===== src/rtl/line_buffer_window_if.sv =====
// ---------------------------------------------------------------------------
// line_buffer_window_if
//   Bundles the pixel-stream and window-output signals of line_buffer_window.
//
//   Handshake: there is no back-pressure. in_valid qualifies in_pixel, and the
//   pixel is consumed on the rising edge where in_valid=1 and the block is in
//   RUN without a valid start in the same cycle. out_en qualifies out for
//   exactly one cycle. start, done and err are single-cycle pulses.
//
//   master : frame source and window sink (drives start/dims/pixels)
//   slave  : line_buffer_window
// ---------------------------------------------------------------------------
interface line_buffer_window_if #(
  parameter int cell_bit = 8,
  parameter int N_cell   = 9,
  parameter int DIM_BITS = 6
);
  logic                       start;
  logic [DIM_BITS-1:0]        img_width;
  logic [DIM_BITS-1:0]        img_height;
  logic [cell_bit-1:0]        in_pixel;
  logic                       in_valid;
  logic [cell_bit*N_cell-1:0] out;
  logic                       out_en;
  logic                       busy;
  logic                       done;
  logic                       err;

  modport master (
    output start, img_width, img_height, in_pixel, in_valid,
    input  out, out_en, busy, done, err
  );

  modport slave (
    input  start, img_width, img_height, in_pixel, in_valid,
    output out, out_en, busy, done, err
  );
endinterface


===== src/rtl/line_buffer_window.sv =====
// ---------------------------------------------------------------------------
// line_buffer_window
//   Converts a raster-order pixel stream into 3x3 windows (stride 1, no
//   padding) for the convolution array. Two line buffers hold the previous
//   two rows; a 3x3 register window slides left by one column per accepted
//   pixel. Every fully populated window (row>=2, col>=2) is registered onto
//   out with a one-cycle out_en.
//
// Ports
//   clk          : rising-edge clock
//   reset        : asynchronous, active-high
//   bus          : line_buffer_window_if.slave
//                  start/img_width/img_height : begin a frame, dims sampled
//                  in_pixel/in_valid          : pixel stream
//                  out/out_en                 : window word, cell k=3*r+c
//                  busy/done/err              : frame status pulses/levels
//   o_dbg_state  : current FSM state (0=IDLE, 1=RUN, 2=DONE)
// ---------------------------------------------------------------------------
module line_buffer_window #(
  parameter int cell_bit  = 8,
  parameter int N_cell    = 9,
  parameter int MAX_WIDTH = 32,
  parameter int DIM_BITS  = 6
) (
  input  logic                  clk,
  input  logic                  reset,
  line_buffer_window_if.slave   bus,
  output logic [1:0]            o_dbg_state
);

  localparam int WIN_W     = cell_bit * N_cell;
  localparam int COL_IDX_W = (MAX_WIDTH > 1) ? $clog2(MAX_WIDTH) : 1;

  typedef enum logic [1:0] {
    S_IDLE = 2'd0,
    S_RUN  = 2'd1,
    S_DONE = 2'd2
  } state_t;

  state_t                r_state;
  state_t                w_state_next;

  logic [DIM_BITS-1:0]   r_width;
  logic [DIM_BITS-1:0]   r_height;
  logic [DIM_BITS-1:0]   r_row;
  logic [DIM_BITS-1:0]   r_col;
  logic [WIN_W-1:0]      r_win;
  logic [WIN_W-1:0]      r_out;
  logic                  r_out_en;
  logic                  r_err;

  // Line buffers: r_lb_top holds row r-2, r_lb_mid holds row r-1 at each column.
  logic [cell_bit-1:0]   r_lb_top [MAX_WIDTH];
  logic [cell_bit-1:0]   r_lb_mid [MAX_WIDTH];

  logic                  w_dims_ok;
  logic                  w_start_ok;
  logic                  w_start_bad;
  logic                  w_accept;
  logic                  w_last_col;
  logic                  w_last_pix;
  logic                  w_win_full;
  logic [COL_IDX_W-1:0]  w_col_idx;
  logic [WIN_W-1:0]      w_win_next;

  // Height upper bound is implied by the port width.
  assign w_dims_ok   = (bus.img_width  >= DIM_BITS'(3)) &&
                       (bus.img_width  <= DIM_BITS'(MAX_WIDTH)) &&
                       (bus.img_height >= DIM_BITS'(3));
  assign w_start_ok  = bus.start &&  w_dims_ok;
  assign w_start_bad = bus.start && !w_dims_ok;

  // A valid start wins over a pixel in the same cycle; a rejected start
  // leaves the running frame untouched, so its pixel is still taken.
  assign w_accept    = bus.in_valid && (r_state == S_RUN) && !w_start_ok;

  assign w_last_col  = (r_col == r_width  - DIM_BITS'(1));
  assign w_last_pix  = w_last_col && (r_row == r_height - DIM_BITS'(1));
  assign w_win_full  = (r_row >= DIM_BITS'(2)) && (r_col >= DIM_BITS'(2));
  assign w_col_idx   = r_col[COL_IDX_W-1:0];

  // Window after this accept: shift columns left, new right column comes
  // from the two line buffers plus the incoming pixel.
  always_comb begin
    w_win_next = r_win;
    for (int rr = 0; rr < 3; rr++) begin
      w_win_next[cell_bit*(3*rr)   +: cell_bit] = r_win[cell_bit*(3*rr+1) +: cell_bit];
      w_win_next[cell_bit*(3*rr+1) +: cell_bit] = r_win[cell_bit*(3*rr+2) +: cell_bit];
    end
    w_win_next[cell_bit*2 +: cell_bit] = r_lb_top[w_col_idx];
    w_win_next[cell_bit*5 +: cell_bit] = r_lb_mid[w_col_idx];
    w_win_next[cell_bit*8 +: cell_bit] = bus.in_pixel;
  end

  // FSM: state register
  always_ff @(posedge clk or posedge reset) begin
    if (reset) begin
      r_state <= S_IDLE;
    end else begin
      r_state <= w_state_next;
    end
  end

  // FSM: next-state logic
  always_comb begin
    w_state_next = r_state;
    if (w_start_ok) begin
      w_state_next = S_RUN;
    end else begin
      case (r_state)
        S_IDLE:  w_state_next = S_IDLE;
        S_RUN:   if (w_accept && w_last_pix) w_state_next = S_DONE;
        S_DONE:  w_state_next = S_IDLE;
        default: w_state_next = S_IDLE;
      endcase
    end
  end

  // FSM: outputs
  always_comb begin
    bus.busy = (r_state == S_RUN);
    bus.done = (r_state == S_DONE);
  end

  // Datapath: dims, counters, sliding window, output register
  always_ff @(posedge clk or posedge reset) begin
    if (reset) begin
      r_width  <= '0;
      r_height <= '0;
      r_row    <= '0;
      r_col    <= '0;
      r_win    <= '0;
      r_out    <= '0;
      r_out_en <= 1'b0;
      r_err    <= 1'b0;
    end else begin
      r_out_en <= 1'b0;
      r_err    <= w_start_bad;
      if (w_start_ok) begin
        r_width  <= bus.img_width;
        r_height <= bus.img_height;
        r_row    <= '0;
        r_col    <= '0;
      end else if (w_accept) begin
        r_win <= w_win_next;
        if (w_win_full) begin
          r_out    <= w_win_next;
          r_out_en <= 1'b1;
        end
        if (w_last_col) begin
          r_col <= '0;
          r_row <= w_last_pix ? '0 : r_row + DIM_BITS'(1);
        end else begin
          r_col <= r_col + DIM_BITS'(1);
        end
      end
    end
  end

  // Line buffer contents are never emitted before being rewritten, so they
  // carry no reset.
  always_ff @(posedge clk) begin
    if (w_accept) begin
      r_lb_top[w_col_idx] <= r_lb_mid[w_col_idx];
      r_lb_mid[w_col_idx] <= bus.in_pixel;
    end
  end

  assign bus.out     = r_out;
  assign bus.out_en  = r_out_en;
  assign bus.err     = r_err;
  assign o_dbg_state = r_state;

endmodule


===== src/flat_wrapper.sv =====
// flat-port wrapper written by rule: the top's interface ports become plain ports
module line_buffer_window_flat 
#(
  parameter int cell_bit  = 8,
  parameter int N_cell    = 9,
  parameter int MAX_WIDTH = 32,
  parameter int DIM_BITS  = 6
)
  (clk, reset, o_dbg_state, bus_start, bus_img_width, bus_img_height, bus_in_pixel, bus_in_valid, bus_out, bus_out_en, bus_busy, bus_done, bus_err);
  line_buffer_window_if #(.cell_bit(cell_bit), .N_cell(N_cell), .DIM_BITS(DIM_BITS)) bus_i ();
  input  logic clk;
  input  logic reset;
  output logic [1:0] o_dbg_state;
  input wire logic [$bits(bus_i.start)-1:0] bus_start;
  input wire logic [$bits(bus_i.img_width)-1:0] bus_img_width;
  input wire logic [$bits(bus_i.img_height)-1:0] bus_img_height;
  input wire logic [$bits(bus_i.in_pixel)-1:0] bus_in_pixel;
  input wire logic [$bits(bus_i.in_valid)-1:0] bus_in_valid;
  output wire logic [$bits(bus_i.out)-1:0] bus_out;
  output wire logic [$bits(bus_i.out_en)-1:0] bus_out_en;
  output wire logic [$bits(bus_i.busy)-1:0] bus_busy;
  output wire logic [$bits(bus_i.done)-1:0] bus_done;
  output wire logic [$bits(bus_i.err)-1:0] bus_err;
  assign bus_i.start = bus_start;
  assign bus_i.img_width = bus_img_width;
  assign bus_i.img_height = bus_img_height;
  assign bus_i.in_pixel = bus_in_pixel;
  assign bus_i.in_valid = bus_in_valid;
  assign bus_out = bus_i.out;
  assign bus_out_en = bus_i.out_en;
  assign bus_busy = bus_i.busy;
  assign bus_done = bus_i.done;
  assign bus_err = bus_i.err;
  line_buffer_window #(.cell_bit(cell_bit), .N_cell(N_cell), .MAX_WIDTH(MAX_WIDTH), .DIM_BITS(DIM_BITS)) u_core (.clk(clk), .reset(reset), .bus(bus_i), .o_dbg_state(o_dbg_state));
endmodule

===== config.mk =====
export PLATFORM = sky130hd
export DESIGN_NAME = line_buffer_window_flat
export DESIGN_NICKNAME = d
export VERILOG_FILES = /design/src/rtl/line_buffer_window_if.sv /design/src/rtl/line_buffer_window.sv /design/src/flat_wrapper.sv
export SDC_FILE = /design/constraint.sdc
export NUM_CORES = 1
export LEC_CHECK = 0
export BUFFER_PORTS_ARGS = -buffer_cell sky130_fd_sc_hd__clkbuf_2
export CORE_ASPECT_RATIO = 1.5
export CORE_MARGIN = 4
export CORE_UTILIZATION = 50
export CTS_CLUSTER_DIAMETER = 100
export DETAILED_ROUTE_END_ITERATION = 8
export GPL_TIMING_DRIVEN = 0
export PLACE_DENSITY = 0.73
export SETUP_SLACK_MARGIN = 0.02
export SYNTH_ARGS = -nofsm -noshare
export SYNTH_HDL_FRONTEND = slang
export SYNTH_SLANG_ARGS = --single-unit

===== constraint.sdc =====
create_clock -name clk -period 5.5 [get_ports clk]
set_input_delay 0.55 -clock clk [delete_from_list [all_inputs] [get_ports clk]]
set_output_delay 0.55 -clock clk [all_outputs]
set_load 0.03 [all_outputs]

==> metrics.md <==
| Metric | Value |
|---|---|
| Status | `completed` |
| Post-synthesis instance total | `around 1300` |
| DP Cell Count | `between 2000 and 2500` |
| Vias per std cell | `6.14` |
| Critical path data arrival time | `between 5 and 6 ns` |
| Full die area | `54600 sq um` |
| Vias | `~14000` |
| Reg2Reg Setup Slack | `between 0.8 and 0.9 ns` |
| Synth area leader | `edfxtp_1` |
| Post-CTS sizing | `0` |
| Syn avg cell area | `19.6 sq um` |
| Layout cells sized above 1 | `0.308` |
| Worst setup EP type | `register` |
| Peak VDD IR | `a little under 0.0003 V` |
| Clock Path Buffers | `3` |
| Asr flop ratio synth | `0.224` |
| Crit path kind | `reg -> reg` |
| Routed WL | `just over 60 mm` |
| Largest net degree at the start of global routing | `76` |
| Clk_lat worst skew | `0.60 ns` |
| Power Density | `between 400 and 500 nW/um^2` |
| Num ports | `slightly above 100` |
| Register area share after synthesis | `0.750` |
| Crit-path max cell delay | `0.87 ns` |
| Syn nets | `between 1000 and 1500` |
| Cell variety after synth | `between 50 and 60` |
| Final setup vio count | `0` |
| Cell with the most instances after synthesis | `edfxtp_1` |
| Max Clock Skew | `0.0162 ns` |
| Vias in the first global route | `about 14000` |
| Rows | `around 100` |
| Post-synth top cells | `edfxtp_1 (512), dfrtp_1 (148), mux4_2 (128), nand2_1 (59), mux2_1 (55)` |
| CP max stage cell | `nand4_1` |
| Hold Path Class | `in -> async` |
| Total CTS buffers | `a little under 60` |
| Leak Pwr | `10.2 nW` |
| Starting Density | `0.503` |
| Worst-Margin Slew | `around 1.2 ns` |
| Placed inst area | `approximately 28000 sq um` |
| R2r startpoint | `u_core.r_col[1]` |
| Crit share post-route | `0.853` |
| Yosys reg bits | `between 600 and 700` |
| CTS Sinks | `660` |
| Wire per inst | `about 28 microns` |
| Post-route DRC violation count | `0` |
| Fmax | `roughly 210 MHz` |
| Layout Nets | `around 1500` |
| Gr ovfl total | `0` |
| Number of diodes | `0` |
| Req. time, crit path | `approximately 6 ns` |
| Post-Route Utilization | `0.588` |
| First-pass detailed-route iteration total | `7` |
| PortBufs | `around 100` |
| Htree depth | `2` |
| TritonCTS clock tree | `built` |
| Fillers | `3586` |
| Post-DP HPWL | `roughly 42 mm` |
| Worst-path clk slew | `around 0.07 ns` |
| Fin crit period | `approximately 4.7 ns` |
| Worst flop-to-flop path endpoint | `u_core.r_win[43]` |
| Clock root cell | `clkbuf_16` |
| CP most frequent cell | `clkbuf_1` |
| GPL Wtd Cong | `roughly 0.86` |
| CP max FO | `19` |
| Number of flops mapped to enable cells by yosys | `512` |
| Max-slew headroom | `0.177` |
| Post-DRT Antenna Nets | `0` |
| Post-CTS Setup Inserts | `0` |
| Worst r2r path cells | `7` |
| Post-route design area | `between 20000 and 30000 sq um` |
| First-pass GRT wire length | `~92 mm` |
| Yosys warns | `0` |
| Unrepaired setup endpoints after global routing | `false` |
| Post-synth top flop | `edfxtp_1` |
| Core footprint | `around 51000 sq um` |
| Fin cells | `~2200` |
| Max-Cap Viols | `0` |
| Post-CTS Hold Fix Bufs | `0` |
| Ranking of synthesized cells by area | `edfxtp_1 (60%), dfrtp_1 (15%), mux4_2 (11%)` |
| Die width | `a little under 200 microns` |
| Max Slew Vio Count | `0` |
| Die Height | `284 microns` |
| Setup crit start kind | `register` |
| Multi-input gate area | `between 6000 and 7000 sq um` |
| Total track usage | `0.230` |
| Syn Std Cell Area | `25400 sq um` |
| Register area | `between 15000 and 20000 sq um` |
| Layout area overhead | `16.9%` |
| Initial drt markers | `approximately 1400` |
| Antenna violations before repair | `0` |
| Final Hold Fails | `0` |
| Yosys top cell area share | `0.604` |
| CP Cell Sequence | `clkbuf_1, clkbuf_1, clkbuf_1, mux4_2, a22oi_1, nand4_1, mux2_2` |
==> per-layer routing <==
| metal | GRT usage | wire length, microns | up-vias |
|---|---|---|---|
| li1 | - | - | 5603 |
| met1 | 0.287 | 21600 | 7108 |
| met2 | 0.397 | 32400 | 737 |
| met3 | 0.0281 | 4460 | 169 |
| met4 | 0.112 | 3660 | 0 |
| met5 | 0 | 0 | - |
==> placed cells by master (no fill, tap or decap), types with 8 or more instances in the layout <==
cell type and n:
clkbuf_1 50, buf_8 21, nand2_1 59, mux2_1 55, and3_1 10, dfrtp_1 148
a22oi_1 51, clkbuf_16 60, o21ai_0 14, ha_1 8, buf_2 17, inv_1 8
edfxtp_1 512, a21oi_1 15, xor2_1 8, mux2_2 49, clkbuf_2 104, clkinv_2 9
nor2_1 20, xnor2_1 9, mux4_2 128, buf_16 20, bufinv_16 8, nand4_1 8
nand3_1 16, nor2_2 32
==> metrics by stage <==
| step | hold slack (ns) | total power [W] | setup WS (ns) | TNS, ns |
|---|---|---|---|---|
| floorplan | 0.454 | 0.00875 | 0.970 | 0 |
| global placement | 0.465 | 0.00987 | -0.418 | -59.70 |
| detailed placement | 0.474 | 0.0101 | 0.332 | 0 |
| CTS | 0.0471 | 0.0143 | 0.281 | 0 |
| global route | 0.0899 | 0.0147 | 0.705 | 0 |
| finish | 0.0410 | 0.0142 | 0.807 | 0 |
==> cell type report <==
type | count | area share
timing repair buffer | 142 | 0.0461
inverter | 9 | 0.00130
tap | 669 | 0.0281
sequential | 660 | 0.641
multi-input combinational | 555 | 0.205
clock buffer | 77 | 0.0541
clock inverter | 33 | 0.0134
buffer | 71 | 0.0106
==> registers in the layout, indices dropped and copies added, names as in the netlist, 6 cells and up <==
| name | flops |
|---|---|
| u_core.bus.out | 72 |
| u_core.r_width | 6 |
| u_core.r_lb_mid | 256 |
| u_core.r_lb_top | 256 |
| u_core.r_height | 6 |
| u_core.r_col | 6 |
| u_core.r_win | 48 |
| u_core.r_row | 6 |
==> critical path: cells and delay by family, from the launching register on <==
family | cells | cell delay, ns
buffers and inverters | 3 | 1.78
muxes | 2 | 1.05
and+or+nand+nor | 1 | 0.87
AOI/OAI and AO/OA | 1 | 0.45
DFF | 1 | 0.39
==> kinds of logic after synthesis <==
| group | Yosys count | share of synthesized area |
|---|---|---|
| flip-flops | 660 | 0.750 |
| multiplexers | 233 | 0.160 |
| AND/OR/NAND/NOR | 184 | 0.0348 |
| AO/OA/AOI/OAI | 113 | 0.0323 |
| buffers and inverters | 80 | 0.0137 |
| XOR/XNOR | 17 | 0.00585 |
| adder cells (fa/ha/maj) | 8 | 0.00393 |
==> report_power, final <==
| part | total [W] | internal (W) | leakage [nW] | switching, W |
|---|---|---|---|---|
| combinational | 0.00346 | 0.00124 | 2.83 | 0.00221 |
| clock | 0.00422 | 0.00244 | 0.975 | 0.00178 |
| sequential | 0.00652 | 0.00624 | 6.37 | 0.000284 |
| total | 0.0142 | 0.00992 | 10.2 | 0.00428 |
==> how the worst max path moves through the flow <==
stage,depth (start not counted),slack [ns],endpoint,start
floorplan,1,0.97,u_core.bus.err,reset
global placement,2,-0.42,u_core.r_width[0],reset
CTS,7,0.28,u_core.r_win[41],u_core.r_col[1]
finish,7,0.81,u_core.r_win[43],u_core.r_col[1]
detailed placement,7,0.33,u_core.r_win[41],u_core.r_col[1]
global route,7,0.70,u_core.r_win[43],u_core.r_col[1]
Note: power is estimated with default switching activity, not from simulation.
